[src/rtl/gpio_sampler_pkg.sv]
// rtl/gpio_sampler_pkg.sv - shared FSM encodings and debounce counter sizing for gpio_sampler
package gpio_sampler_pkg;

   typedef enum logic [1:0] {
      ST_IDLE  = 2'd0,
      ST_WRITE = 2'd1,
      ST_WAIT  = 2'd2
   } state_t;

   // clog2 of debounce, kept at least one bit so debounce=1 still has a legal counter
   function automatic int cnt_width(input int debounce);
      return (debounce <= 1) ? 1 : $clog2(debounce);
   endfunction

endpackage

[src/rtl/gpio_debounce.sv]
// rtl/gpio_debounce.sv - per-pin two-flop synchronizer and debounce filter
module gpio_debounce
   import gpio_sampler_pkg::*;
#(
   parameter int debounce = 4
) (
   input  logic clk,
   input  logic reset,
   input  logic i_pin,
   output logic o_stable,
   output logic o_accept
);

   localparam int CW = cnt_width(debounce);
   localparam logic [CW-1:0] CNT_LAST = CW'(debounce - 1);

   logic          r_sync1;
   logic          r_sync2;
   logic          r_stable;
   logic [CW-1:0] r_cnt;
   logic          w_diff;

   assign w_diff   = (r_sync2 != r_stable);
   // Pulses on the edge where stable flips; the top uses it to mark the byte dirty
   assign o_accept = w_diff && (r_cnt == CNT_LAST);
   assign o_stable = r_stable;

   always_ff @(posedge clk) begin
      if (reset) begin
         r_sync1  <= 1'b0;
         r_sync2  <= 1'b0;
         r_stable <= 1'b0;
         r_cnt    <= '0;
      end else begin
         r_sync1 <= i_pin;
         r_sync2 <= r_sync1;
         if (!w_diff) begin
            r_cnt <= '0;
         end else if (o_accept) begin
            r_stable <= r_sync2;
            r_cnt    <= '0;
         end else begin
            r_cnt <= r_cnt + CW'(1);
         end
      end
   end

endmodule

[src/rtl/gpio_sampler.sv]
// rtl/gpio_sampler.sv - debounced GPIO byte sampler pushing changed bytes to a register block
// Optional interrupt output enabled by macro GPIO_SAMPLER_IRQ_EN.
module gpio_sampler
   import gpio_sampler_pkg::*;
#(
   parameter int size_addr = 1,
   parameter int size      = 2,
   parameter int debounce  = 4
) (
   input  logic                 clk,
   input  logic                 reset,
   input  logic [8*size-1:0]    i_pins,
   output logic                 o_write,
   output logic [size_addr-1:0] o_address,
   output logic [7:0]           o_data_out,
   input  logic                 i_ready_w
`ifdef GPIO_SAMPLER_IRQ_EN
   ,
   output logic                 o_irq,
   input  logic                 i_irq_ack
`endif
);

   state_t               r_state;
   state_t               w_next;
   logic [8*size-1:0]    w_stable;
   logic [8*size-1:0]    w_accept;
   logic [7:0]           w_bytes [size];
   logic [size-1:0]      w_set;
   logic [size-1:0]      w_pick;
   logic [size-1:0]      r_dirty;
   logic                 w_found;
   logic                 w_take;
   logic [size_addr-1:0] w_sel;
   logic [size_addr-1:0] r_ptr;
   logic [size_addr-1:0] r_addr;
   logic [7:0]           w_byte;
   logic [7:0]           r_data;

   for (genvar b = 0; b < 8*size; b++) begin : g_bit
      gpio_debounce #(.debounce(debounce)) u_debounce (
         .clk      (clk),
         .reset    (reset),
         .i_pin    (i_pins[b]),
         .o_stable (w_stable[b]),
         .o_accept (w_accept[b])
      );
   end

   for (genvar k = 0; k < size; k++) begin : g_byte
      assign w_bytes[k] = w_stable[8*k +: 8];
      assign w_set[k]   = |w_accept[8*k +: 8];
   end

   // Round-robin pick: first dirty byte at or after r_ptr, wrapping past size-1
   always_comb begin
      w_found = 1'b0;
      w_pick  = '0;
      w_sel   = '0;
      w_byte  = '0;
      for (int i = 0; i < size; i++) begin
         for (int k = 0; k < size; k++) begin
            if (!w_found && r_dirty[k] &&
                ((int'(r_ptr) + i == k) || (int'(r_ptr) + i == k + size))) begin
               w_found   = 1'b1;
               w_pick[k] = 1'b1;
               w_sel     = size_addr'(k);
               w_byte    = w_bytes[k];
            end
         end
      end
   end

   assign w_take = (r_state == ST_IDLE) && w_found;

   always_ff @(posedge clk) begin
      if (reset) begin
         r_state <= ST_IDLE;
      end else begin
         r_state <= w_next;
      end
   end

   always_comb begin
      w_next = r_state;
      case (r_state)
         ST_IDLE:  if (w_found) w_next = ST_WRITE;
         ST_WRITE: w_next = ST_WAIT;
         ST_WAIT:  if (i_ready_w) w_next = ST_IDLE;
         default:  w_next = ST_IDLE;
      endcase
   end

   always_comb begin
      o_write = (r_state == ST_WRITE);
   end

   assign o_address  = r_addr;
   assign o_data_out = r_data;

   // A set on the same edge as the capture clear wins, so a byte changing mid-capture is re-sent
   always_ff @(posedge clk) begin
      if (reset) begin
         r_dirty <= '0;
         r_ptr   <= '0;
         r_addr  <= '0;
         r_data  <= '0;
      end else begin
         r_dirty <= (r_dirty & ~({size{w_take}} & w_pick)) | w_set;
         if (w_take) begin
            r_addr <= w_sel;
            r_data <= w_byte;
            r_ptr  <= (int'(w_sel) == size - 1) ? '0 : w_sel + size_addr'(1);
         end
      end
   end

`ifdef GPIO_SAMPLER_IRQ_EN
   logic r_irq;
   logic w_accepted;

   assign w_accepted = (r_state == ST_WAIT) && i_ready_w;

   always_ff @(posedge clk) begin
      if (reset) begin
         r_irq <= 1'b0;
      end else if (w_accepted) begin
         r_irq <= 1'b1;
      end else if (i_irq_ack) begin
         r_irq <= 1'b0;
      end
   end

   assign o_irq = r_irq;
`endif

endmodule

[config.mk]
export PLATFORM = sky130hd
export DESIGN_NAME = gpio_sampler
export DESIGN_NICKNAME = d
export VERILOG_FILES = /design/src/rtl/gpio_sampler_pkg.sv /design/src/rtl/gpio_debounce.sv /design/src/rtl/gpio_sampler.sv
export SDC_FILE = /design/constraint.sdc
export NUM_CORES = 1
export LEC_CHECK = 0
export BUFFER_PORTS_ARGS = -buffer_cell sky130_fd_sc_hd__buf_4
export CORE_MARGIN = 5
export CORE_UTILIZATION = 36
export CTS_CLUSTER_DIAMETER = 120
export DETAILED_ROUTE_END_ITERATION = 8
export GPL_TIMING_DRIVEN = 0
export PLACE_DENSITY = 0.63
export SYNTH_ARGS = -nofsm -noshare
export SYNTH_HDL_FRONTEND = slang
export SYNTH_HIERARCHICAL = 1
export SYNTH_SLANG_ARGS = --single-unit
[constraint.sdc]
create_clock -name clk -period 2.25 [get_ports clk]
set_input_delay 0.3375 -clock clk [delete_from_list [all_inputs] [get_ports clk]]
set_output_delay 0.3375 -clock clk [all_outputs]
set_load 0.1 [all_outputs]
* Word-level counts from Yosys, hierarchy flattened *
Cells that the tools add are included.

operators by class
  bitwise logic cells = 20
  mux-type cells = 17
  order comparisons = 0
  shift operators = 0
  multipliers = 0
  reduce and logical (&&, ||, !) cells = 67
  equality and inequality tests = 39
  add/sub/neg operators = 18
  div/mod/pow operators = 0

operator list
  cell                                                              number
  32-bit zero test                                                  2
  3-bit OR reduction                                                16
  2-bit == test, second input constant                              18
  2-bit AND reduction                                               17
  2-bit by 1-bit adder with 2-bit output, second input constant     16
  32-bit by 2-bit == test with 1-bit output, second input constant  1
  32-bit by 3-bit == test with 1-bit output, second input constant  1
  8-bit 2-to-1 mux                                                  4
  1-bit logical AND                                                 24
  1-bit inequality test                                             16
  1-bit NOT                                                         16
  8-bit OR reduction                                                2
  1-bit 2-to-1 mux                                                  10
  2-bit case mux with 3 select lines                                1
  2-bit AND                                                         2
  2-bit 2-to-1 mux                                                  2
  2-bit inequality test, second input constant                      2
  1-bit zero test                                                   3
  1-bit by 1-bit adder with 2-bit output, second input constant     1
  2-bit by 1-bit == test with 1-bit output, second input constant   1
  2-bit zero test                                                   1
  1-bit logical OR                                                  2
  2-bit NOT                                                         1
  2-bit OR                                                          1
  1-bit adder, second input constant                                1

storage, ports and cells
  bits in latches = 0
  output and inout port bits = 10
  memories = 0
  input port bits = 19
  RAM bits = 0
  register bits = 94
  ROM bits = 0

* Longest topological paths before layout *
Gate-level depths: netlist of the first run.

  word-level depth = 20
  mapped depth = 4
  depth with buffers taken out = 4

* By module *
Netlist of the first run, hierarchy kept.

modules (own cells, without submodules)
  module         cells each  seq. area each (um^2)  area each (um^2)  instances
  gpio_debounce  15          100.1                  173.9             16
  gpio_sampler   72          280.3                  660.6             1

* Least setup slack after synthesis of the first run *
No wires, ideal clock.

  path type = register -> output
  start point = register r_state[0]
  end point = output port o_write
  stages on the path, launching flop included = 2
  required time = 1.913 ns
  path slack = 0.169 ns
  arrival = 1.744 ns
  cells stage by stage = dfxtp_1 nor2b_1

on the way
  cells in the longest elaborated chain, start to end = 1

RTL lines
  what                                      RTL line            RTL
  start: declaration                        gpio_sampler.sv:24  state_t r_state;
  start signal: assignment                  gpio_sampler.sv:80  r_state <= w_next;
  2-bit by 1-bit == test with 1-bit output  gpio_sampler.sv:95  o_write = (r_state == ST_WRITE);
  end: declaration                          gpio_sampler.sv:13  output logic o_write,

Every way passes these cells.

* Worst setup path after layout of the first run *
Same ends and word-level chain as after synthesis.

==> out/metrics.yaml, run 1 <==
place:
  dp_hpwl_um: 3970
  place_ws_ps: 605
  portBuffers: 28
  place_congestion: 0.735
  dp_cells: 469
  dpl-instance-area_mm2: 0.00381
clocking:
  path_clk_slew_ps: 90
  clock_sinks: 94
  numCtsBuffers: 9
  cts_resized: 0
  tritoncts: "yes"
  postCtsSetupRepairBufs: 0
  hold_buffers: 0
  insertion_delay_ps: 350
  htreeDepth: 3
  root_buffer: "clkbuf_8"
  clockBufferDepth: 2
route:
  ant_nets: 0
  wirelength_um: 5850
  vias: 2206
  drc: 0
  routedWlPerCell_um: 12.1
  dr.pass1.iters: 4
  drtIter0Drc: 78
  routed_via_density: 4.55
finish:
  nFillCells: 918
  multi_input_area_mm2: 0.00153
  layout-drive-gt1-share_pct: 18.8
  nNetsFinal: 386
  syn_to_final_growth_pct: 16.6
  seq_area_mm2: 0.00188
  post-route-cell-area_mm2: 0.00402
  finalNonFillerCells: 485
  antenna_cells: 0
power:
  power.density_mw_per_mm2: 728
  p_leak_nw: 1.84
  max-vdd-ir-drop_v: 0.000302
floorplan:
  die_h_um: 108
  chipWidth_um: 108
  ios: 29
  coreArea_mm2: 0.00928
  die_area_mm2: 0.0116
  rows: 35
  initial_utilization_pct: 37.1
setup_path:
  worstPathRequired_ps: 1910
  crit_type: "reg2out"
  crit_path_start_kind: "register"
  end_kind: "output pin"
  arrival_ps: 1250
  critPathMaxFanout: 4
sta:
  slew_violations: 0
  rsz0062_at_grt: "no"
  relSlewSlack_pct: 53.1
  period_share_pct: 70.6
  fmax_ghz: 0.629
  tightest_slew_ps: 704
  fin_ws_ps: 661
  hold_violations: 0
  fin_skew_ps: 5.63
  finalCriticalPeriod_ps: 1590
  finalSetupViolCount: 0
  tns_ps: 0
global_routing:
  grt_pass1_wl_um: 9940
  grt_usage_pct: 10.8
  grt_pass1_vias: 2165
  antenna_found_initial: 0
  grt_max_degree: 70
  grt_remaining_overflow: 0
yosys:
  yosys.area.top_type: "dfxtp_1"
  synth_top_area_share_pct: 54.7
  synth_edf_count: 0
  avgSynthCellArea_um2: 11.0
  ys_top_cells_by_count: "dfxtp_1 (94), nor2_1 (35), nor2b_1 (33)"
  synthCells: 312
  synthTopCellsByArea: "dfxtp_1 (55%), nor2b_1 (6.0%), ha_1 (5.8%)"
  synth_warnings: 6
  synth_seq_area_share_pct: 54.7
  synth.ff_latch_count: 94
  async_flop_share_pct: 0
  syn-num-nets: 347
  netlist_area_mm2: 0.00344
  synth_most_common_cell: "dfxtp_1"
  dominantRegCellSynth: "dfxtp_1"
  synth_cell_types: 32
run_status:
  status: "completed"
flow_run:
  maxCapViolations: 0
hold_path:
  min_path_type: "in2reg"
-- metal layers --
layer  track usage [%]  part of all wire [%]
met2              16.7                    44
met1              13.9                    50
met4              5.41                   2.3
met3              2.76                   4.2
met5                 0                     0
-- cell families after synthesis --
| family | Yosys count | synth area share, % |
|---|---|---|
| compound gates | 29 | 6.00 |
| fa+ha+maj | 16 | 5.81 |
| buf+inv | 6 | 1.05 |
| simple gates | 135 | 23.8 |
| mux | 16 | 4.65 |
| flops | 94 | 54.7 |
| xor+xnor | 16 | 4.07 |
-- critical path, cell delays in order (launching register included) --
cell and delay [ps]:
dfxtp_1 380, nor2b_1 200, buf_4 320
-- cell type report --
| type | instances | area share [%] |
|---|---|---|
| Sequential cell | 94 | 46.9 |
| Multi-Input combinational cell | 212 | 38.0 |
| Timing Repair Buffer | 28 | 5.23 |
| Tap cell | 129 | 4.02 |
| Clock buffer | 13 | 3.96 |
| Clock inverter | 3 | 1.06 |
| Buffer | 5 | 0.810 |
| Inverter | 1 | 0.0935 |
-- state kept, by name, indices dropped and copies added, names as in the netlist --
| name | count |
|---|---|
| o_address | 1 |
| r_dirty | 2 |
| g_bit.u_debounce/r_cnt | 32 |
| r_state | 2 |
| r_ptr | 1 |
| g_bit.u_debounce/r_sync2 | 16 |
| o_data_out | 8 |
| g_bit.u_debounce/o_stable | 16 |
| g_bit.u_debounce/r_sync1 | 16 |
-- placed cells by master, fill, tap and decap left out, drive strengths merged --
master     n
inv        1
clkinvlp   1
o211a      1
o21ai      5
nand2b     1
nor2b     33
nor2      37
nand3      4
and3b     16
a211oi     5
a21bo      1
a32oi      5
and3      16
nand4      3
xor2      16
a21boi     1
and2      17
dfxtp     94
nor3       1
nor4       4
bufinv     1
a31oi      5
clkinv     1
ha        16
mux2i     16
nor3b      1
buf       32
a21oi      6
clkbuf    14
or2        2
-- power by group --
| group | total (mW) | switching, mW | internal (mW) |
|---|---|---|---|
| Clock | 1.12 | 0.546 | 0.574 |
| Sequential | 1.71 | 0.0140 | 1.70 |
| Combinational | 0.0930 | 0.0446 | 0.0485 |
-- final timing paths --
kind                                                         startpoint                                      to  slack (ps)  cells after the start
worst max-delay path                            r_state[0]$_SDFFE_PP0P_                                 o_write         660                      2
worst min-delay path                                          i_pins[3]  g_bit[3].u_debounce/r_sync1$_SDFF_PP0_         190                      2
worst max register to register  g_bit[9].u_debounce/r_cnt[0]$_SDFF_PP0_                   r_dirty[1]$_SDFF_PP0_         820                      4
worst min register to register   g_bit[0].u_debounce/r_sync1$_SDFF_PP0_  g_bit[0].u_debounce/r_sync2$_SDFF_PP0_         440                      1
-- metrics by stage --
stage | total power, mW | hold WS (ps) | utilization, %
6_report | 2.92 | 188 | 43.3
5_1_grt | 3.05 | 180 | 43.3
3_5_place_dp | 1.85 | 422 | 41.1
2_1_floorplan | 1.79 | 409 | -
3_3_place_gp | 1.84 | 418 | 41.1
4_1_cts | 2.96 | 175 | 43.3
No activity file was read; power rests on OpenSTA's default activity.
==> inputs of run 2 (changes only) <==
--- a/config.mk
+++ b/config.mk
@@ -11,7 +11,7 @@
 export CTS_CLUSTER_DIAMETER = 120
 export DETAILED_ROUTE_END_ITERATION = 8
 export GPL_TIMING_DRIVEN = 0
-export PLACE_DENSITY = 0.63
+export PLACE_DENSITY = 0.65
 export SYNTH_ARGS = -nofsm -noshare
 export SYNTH_HDL_FRONTEND = slang
 export SYNTH_HIERARCHICAL = 1
==> constraint.sdc (replaced) <==
create_clock -name clk -period 1.4 [get_ports clk]
set_input_delay 0.21 -clock clk [delete_from_list [all_inputs] [get_ports clk]]
set_output_delay 0.21 -clock clk [all_outputs]
set_load 0.1 [all_outputs]
==> run 2 against run 1 <==
Against the previous run:
- core utilization is 0.26 points higher
- hold slack lost 120 ps
- first-iteration DRC count rose by 29%
- global-route usage increased by 0.42 points
- power up 56%
- worst setup slack got worse by 610 ps
- critical path depth grew 2
- clock skew up 3.0 ps
- die area did not move
- non-clock buffer count unchanged
- via count rose by 3.0%
- cell area up 0.59%
- largest cell class unchanged
==> out/metrics.yaml, run 2 (synthesis gave the netlist of run 1 again) <==
run_status:
  status: "completed"
floorplan:
  die_h_um: 108  # unchanged
  ios: 29  # unchanged
  rows: 35  # unchanged
  initial_utilization_pct: 37.1  # unchanged
  die_area_mm2: 0.0116  # unchanged
  chipWidth_um: 108  # unchanged
  coreArea_mm2: 0.00928  # unchanged
hold_path:
  hold_path_depth: 2  # unchanged
  min_to: "g_bit[10].u_debounce/r_sync1$_SDFF_PP0_"
  min_path_type: "in2reg"
  hold_start: "i_pins[10]"
setup_path:
  crit_buf_inv: 0  # -1
  reg2regPathDepth: 4  # unchanged
  cpPeakStageDelay_ps: 360  # -20 ps
  crit_type: "reg2reg"
  worstPathRequired_ps: 1620  # -290 ps
  critPathSlowestCell: "dfxtp_1"
  rr_endpoint: "r_dirty[0]$_SDFF_PP0_"
  crit_path_start_kind: "register"
  r2r_start: "g_bit[1].u_debounce/o_stable$_SDFFE_PP0P_"
  arrival_ps: 1570  # +320 ps
  path_cells: "xor2_1, and2_2, nor4_2, a31oi_1"
  end_kind: "register"
  cpLargestDelayFamily: "simple AND/OR/NAND/NOR gates"
  critPathMaxFanout: 3  # -1
  regToRegSetupSlack_ps: 50  # -770 ps
power:
  power.density_mw_per_mm2: 1130  # +55%
  max-vdd-ir-drop_v: 0.000639  # +110%
  power.switching_mw: 0.917  # +52%
  power_frac_seq_pct: 60.3  # +1.8 points
  p_leak_nw: 1.84  # +0.29%
  swShare_pct: 20.1  # -0.58 points
  power.internal_mw: 3.65  # +57%
  clkPwrFrac_pct: 36.4  # -1.9 points
  share_comb_of_total_power_pct: 3.3  # about the same
global_routing:
  grt_pass1_vias: 2335  # +7.9%
  grt_remaining_overflow: 0  # unchanged
  grt_pass1_wl_um: 10300  # +3.2%
  antenna_found_initial: 0  # unchanged
  grt_max_degree: 70  # unchanged
  grt_usage_pct: 11.2  # +0.42 points
sta:
  finalSetupViolCount: 0  # unchanged
  finalCriticalPeriod_ps: 1350
  tightest_slew_ps: 715  # +10.7 ps
  fin_skew_ps: 8.61  # +2.98 ps
  fmax_ghz: 0.739
  slew_violations: 0  # unchanged
  relSlewSlack_pct: 52.4  # -0.71 points
  hold_violations: 0  # unchanged
  period_share_pct: 96.6
  fin_ws_ps: 47.4  # -614 ps
clocking:
  root_buffer: "clkbuf_8"
  clock_sinks: 94  # unchanged
  insertion_delay_ps: 350  # about the same
  hold_buffers: 0  # unchanged
  numCtsBuffers: 9  # unchanged
  tritoncts: "yes"
  path_clk_slew_ps: 80  # about the same
  clockBufferDepth: 2  # unchanged
  htreeDepth: 3  # unchanged
route:
  wirelength_um: 6010  # +2.8%
  drc: 0  # unchanged
  ant_nets: 0  # unchanged
  drtIter0Drc: 101  # +29%
  routedWlPerCell_um: 12.5  # +3.4%
  vias: 2273  # +3.0%
  dr.pass1.iters: 4  # unchanged
  routed_via_density: 4.72  # +3.7%
flow_run:
  maxCapViolations: 0  # unchanged
finish:
  regMostFlops: "g_bit.u_debounce/r_cnt"
  final_cell_mix: "dfxtp_1 (94), nor2_1 (35), nor2b_1 (32)"
  layout_commonest_cell: "dfxtp_1"
  post-route-cell-area_mm2: 0.00404  # +0.59%
  antenna_cells: 0  # unchanged
  nNetsFinal: 386  # unchanged
  largest_register_ffs: 32  # unchanged
  syn_to_final_growth_pct: 17.3
  layout-drive-gt1-share_pct: 19.8  # +1.0 points
  nFillCells: 956  # +4.1%
place:
  dp_hpwl_um: 4130  # +4.0%
  place_ws_ps: -123  # -728 ps
  portBuffers: 28  # unchanged
  dpl-instance-area_mm2: 0.00382  # +0.20%
  place_congestion: 0.723  # -1.6%
[run 2: metrics by stage]
step / instances / setup TNS, ps / power (mW) / hold WS, ps / utilization, %
floorplan: 312 / 0 / 2.88 / 282 / -
global placement: 469 / -856 / 2.96 / 417 / 41.2
detailed placement: 469 / -1140 / 2.97 / 426 / 41.2
CTS: 482 / 0 / 4.63 / 52.7 / 43.2
global route: 482 / -6.66 / 4.76 / 48.9 / 43.5
finish: 482 / 0 / 4.57 / 68.1 / 43.5
[run 2: repair_timing]
item	4_1_cts	5_1_grt
gates cloned	0	0
buffers inserted	0	0
setup endpoints to repair	2	3
hold endpoints to repair	0	0
resized for setup	2	5
[run 2: final cells by class]
cell class              instances  area [µm²]  area share [%]
plain buffers                   5        32.5           0.805
clock buffers                  11         141            3.50
clock inverters                 2        35.0           0.867
inverters                       1        3.75          0.0929
multi-input cells             212        1570            38.8
flip-flops and latches         94        1880            46.6
well taps                     129         161            4.00
repair buffers                 28         218            5.39
[run 2: routing by layer]
layer | track usage (%) | routed length (µm) | up-vias
met5 | 0 | 0 | -
met4 | 4.87 | 109 | 0
li1 | - | - | 1155
met3 | 3.90 | 265 | 8
met2 | 19.1 | 2880 | 38
met1 | 12.7 | 2760 | 1072
[run 2: worst max path at each step]
stage | from | to | slack [ps] | depth (start not counted)
detailed placement | reset | o_data_out[5]$_SDFFE_PP0P_ | -120 | 3
floorplan | o_data_out[0]$_SDFFE_PP0P_ | o_data_out[0]$_SDFFE_PP0P_ | 30 | 2
global placement | reset | o_data_out[5]$_SDFFE_PP0P_ | -90 | 3
finish | g_bit[1].u_debounce/o_stable$_SDFFE_PP0P_ | r_dirty[0]$_SDFF_PP0_ | 50 | 4
CTS | g_bit[1].u_debounce/o_stable$_SDFFE_PP0P_ | r_dirty[0]$_SDFF_PP0_ | 10 | 4
global route | g_bit[9].u_debounce/o_stable$_SDFFE_PP0P_ | r_dirty[1]$_SDFF_PP0_ | -3 | 4
[run 2: power groups by stage]
| stage | clock network (mW) | registers (mW) | logic, mW |
|---|---|---|---|
| floorplan | 0 | 2.81 | 0.0720 |
| global placement | 0 | 2.81 | 0.146 |
| detailed placement | 0 | 2.82 | 0.155 |
| CTS | 1.72 | 2.75 | 0.155 |
| global route | 1.83 | 2.76 | 0.174 |
| finish | 1.66 | 2.75 | 0.151 |
==> inputs of run 3 (changes only) <==
--- a/config.mk
+++ b/config.mk
@@ -6,12 +6,14 @@
 export NUM_CORES = 1
 export LEC_CHECK = 0
 export BUFFER_PORTS_ARGS = -buffer_cell sky130_fd_sc_hd__buf_4
+export CELL_PAD_IN_SITES_DETAIL_PLACEMENT = 1
+export CELL_PAD_IN_SITES_GLOBAL_PLACEMENT = 2
 export CORE_MARGIN = 5
-export CORE_UTILIZATION = 36
+export CORE_UTILIZATION = 35
 export CTS_CLUSTER_DIAMETER = 120
 export DETAILED_ROUTE_END_ITERATION = 8
 export GPL_TIMING_DRIVEN = 0
-export PLACE_DENSITY = 0.65
+export PLACE_DENSITY = 0.84
 export SYNTH_ARGS = -nofsm -noshare
 export SYNTH_HDL_FRONTEND = slang
 export SYNTH_HIERARCHICAL = 1
==> run 3 against run 2 <==
Against the previous run:
- sequential cell count unchanged
- sequential share of layout area down 0.16 points
- non-clock buffer count unchanged
- worst setup slack better by 25 ps
- hold slack worse by 9.3 ps
- power up 0.90%
- register-to-register slack better by 20 ps
- combinational power about the same
- critical endpoint is now r_dirty[1]$_SDFF_PP0_
- clock skew down 2.8 ps
- count of clock-buffer cells in the layout unchanged
- largest power group unchanged
- sequential power about the same
- first-iteration DRC count down 41%
==> out/metrics.yaml, run 3 (synthesis gave the netlist of run 1 again) <==
run_status:
  status: "completed"
setup_path:
  rr_endpoint: "r_dirty[1]$_SDFF_PP0_"
  worstPathRequired_ps: 1620  # about the same
  critPathLaunch: "g_bit[9].u_debounce/r_cnt[0]$_SDFF_PP0_"
  r2r_start: "g_bit[9].u_debounce/r_cnt[0]$_SDFF_PP0_"
  crit_path_start_kind: "register"
  reg2regPathDepth: 4  # unchanged
  worstSetupEndpoint: "r_dirty[1]$_SDFF_PP0_"
  arrival_ps: 1550  # -20 ps
  critPathMaxFanout: 3  # unchanged
  regToRegSetupSlack_ps: 70  # +20 ps
  end_kind: "register"
  crit_type: "reg2reg"
flow_run:
  maxCapViolations: 0  # unchanged
sta:
  tightest_slew_ps: 719  # +4.22 ps
  relSlewSlack_pct: 52.1  # -0.28 points
  whs_ps: 58.8  # -9.34 ps
  period_share_pct: 94.8  # -1.8 points
  finalSetupViolCount: 0  # unchanged
  fin_skew_ps: 5.82  # -2.79 ps
  slew_violations: 0  # unchanged
  hold_violations: 0  # unchanged
  finalCriticalPeriod_ps: 1330  # -24.7 ps
  fmax_ghz: 0.753  # +1.9%
floorplan:
  chipWidth_um: 109  # +1.3%
  ios: 29  # unchanged
  initial_utilization_pct: 35.6  # -1.5 points
  die_h_um: 109  # +1.3%
  die_area_mm2: 0.0119  # +2.6%
  coreArea_mm2: 0.00968  # +4.3%
  rows: 36  # +2.9%
finish:
  largest_register_ffs: 32  # unchanged
  nFillCells: 1061  # +11%
  final_cell_mix: "dfxtp_1 (93), nor2_1 (35), nor2b_1 (32)"
  nNetsFinal: 386  # unchanged
  antenna_cells: 0  # unchanged
  layout-drive-gt1-share_pct: 20.5  # +0.68 points
  layout_commonest_cell: "dfxtp_1"
  syn_to_final_growth_pct: 17.8
  regMostFlops: "g_bit.u_debounce/r_cnt"
  final_util_pct: 41.9  # -1.6 points
power:
  power.switching_mw: 0.986  # +7.5%
  clkPwrFrac_pct: 36.9  # +0.5 points
  swShare_pct: 21.4  # +1.3 points
  power.density_mw_per_mm2: 1140  # +0.50%
  power.internal_mw: 3.62  # -0.76%
  power_frac_seq_pct: 59.7  # -0.6 points
  max-vdd-ir-drop_v: 0.000420  # -34%
  finalPower_mw: 4.61  # +0.90%
  share_comb_of_total_power_pct: 3.3  # about the same
  p_leak_nw: 1.85  # +0.39%
clocking:
  root_buffer: "clkbuf_8"
  path_clk_slew_ps: 90  # about the same
  clock_sinks: 94  # unchanged
  insertion_delay_ps: 350  # about the same
  clockBufferDepth: 2  # unchanged
  htreeDepth: 3  # unchanged
  numCtsBuffers: 9  # unchanged
  tritoncts: "yes"
route:
  routed_via_density: 4.64  # -1.7%
  routedWlPerCell_um: 13.6  # +9.1%
  drc: 0  # unchanged
  ant_nets: 0  # unchanged
  drtIter0Drc: 60  # -41%
  dr.pass1.iters: 4  # unchanged
  vias: 2267  # -0.26%
  wirelength_um: 6650  # +11%
global_routing:
  grt_pass1_wl_um: 11300  # +10%
  grt_remaining_overflow: 0  # unchanged
  grt_usage_pct: 12.3  # +1.1 points
  grt_pass1_vias: 2354  # +0.81%
  antenna_found_initial: 0  # unchanged
  grt_max_degree: 70  # unchanged
hold_path:
  min_path_type: "in2reg"
place:
  portBuffers: 28  # unchanged
  place_congestion: 0.717  # -0.87%
  dp_hpwl_um: 4670  # +13%
run 3: per-stage QoR:
| stage | instances | setup WS [ps] | cell area (µm²) | TNS (ps) |
|---|---|---|---|---|
| floorplan | 312 | 29.0 | 3450 | 0 |
| global placement | 473 | -141 | 3830 | -1120 |
| detailed placement | 473 | -135 | 3830 | -1150 |
| CTS | 489 | 3.83 | 4020 | 0 |
| global route | 489 | -1.59 | 4060 | -1.59 |
| finish | 489 | 72.1 | 4060 | 0 |
run 3: power groups by stage:
stage / clock (mW) / combinational, mW / sequential (mW)
5_1_grt: 1.91 / 0.176 / 2.76
2_1_floorplan: 0 / 0.0720 / 2.81
6_report: 1.70 / 0.154 / 2.75
3_5_place_dp: 0 / 0.158 / 2.82
4_1_cts: 1.79 / 0.158 / 2.75
3_3_place_gp: 0 / 0.149 / 2.81
run 3: what timing repair did:
item	CTS	global route
setup buffers	0	0
setup endpoints to repair	2	3
hold buffers	0	0
gates resized for setup	2	7
run 3: critical path, cell delays in order (launching register included):
cell and delay (ps):
dfxtp_1 330, ha_1 230, and2_2 200, nor4_4 310, a31oi_1 130
run 3: area by class of cell:
class                      count  area [µm²]  area share [%]
buffer                         5        32.5           0.802
clock buffer                  11         131            3.24
clock inverter                 5        50.0            1.23
inverter                       1        3.75          0.0925
multi-input combinational    212        1570            38.6
sequential                    94        1880            46.4
tap                          133         166            4.10
timing repair buffer          28         223            5.49
run 3: how the worst min path moves through the flow:
stage                                             from  cells past startpoint                                 endpoint  slack, ps
2_1_floorplan                                    reset                      1   g_bit[0].u_debounce/r_sync1$_SDFF_PP0_        280
3_3_place_gp   g_bit[10].u_debounce/r_sync1$_SDFF_PP0_                      1  g_bit[10].u_debounce/r_sync2$_SDFF_PP0_        420
3_5_place_dp    g_bit[4].u_debounce/r_sync1$_SDFF_PP0_                      1   g_bit[4].u_debounce/r_sync2$_SDFF_PP0_        420
4_1_cts                                     i_pins[11]                      2  g_bit[11].u_debounce/r_sync1$_SDFF_PP0_         30
5_1_grt                                     i_pins[11]                      2  g_bit[11].u_debounce/r_sync1$_SDFF_PP0_         30
6_report                                    i_pins[11]                      2  g_bit[11].u_debounce/r_sync1$_SDFF_PP0_         60
run 3: layer usage:
metal | up-vias | wire length, µm | track usage (%)
met2 | 34 | 3210 | 20.6
met5 | - | 0 | 0
met4 | 0 | 128 | 5.08
met1 | 1069 | 3090 | 14.8
li1 | 1152 | - | -
met3 | 12 | 221 | 3.43
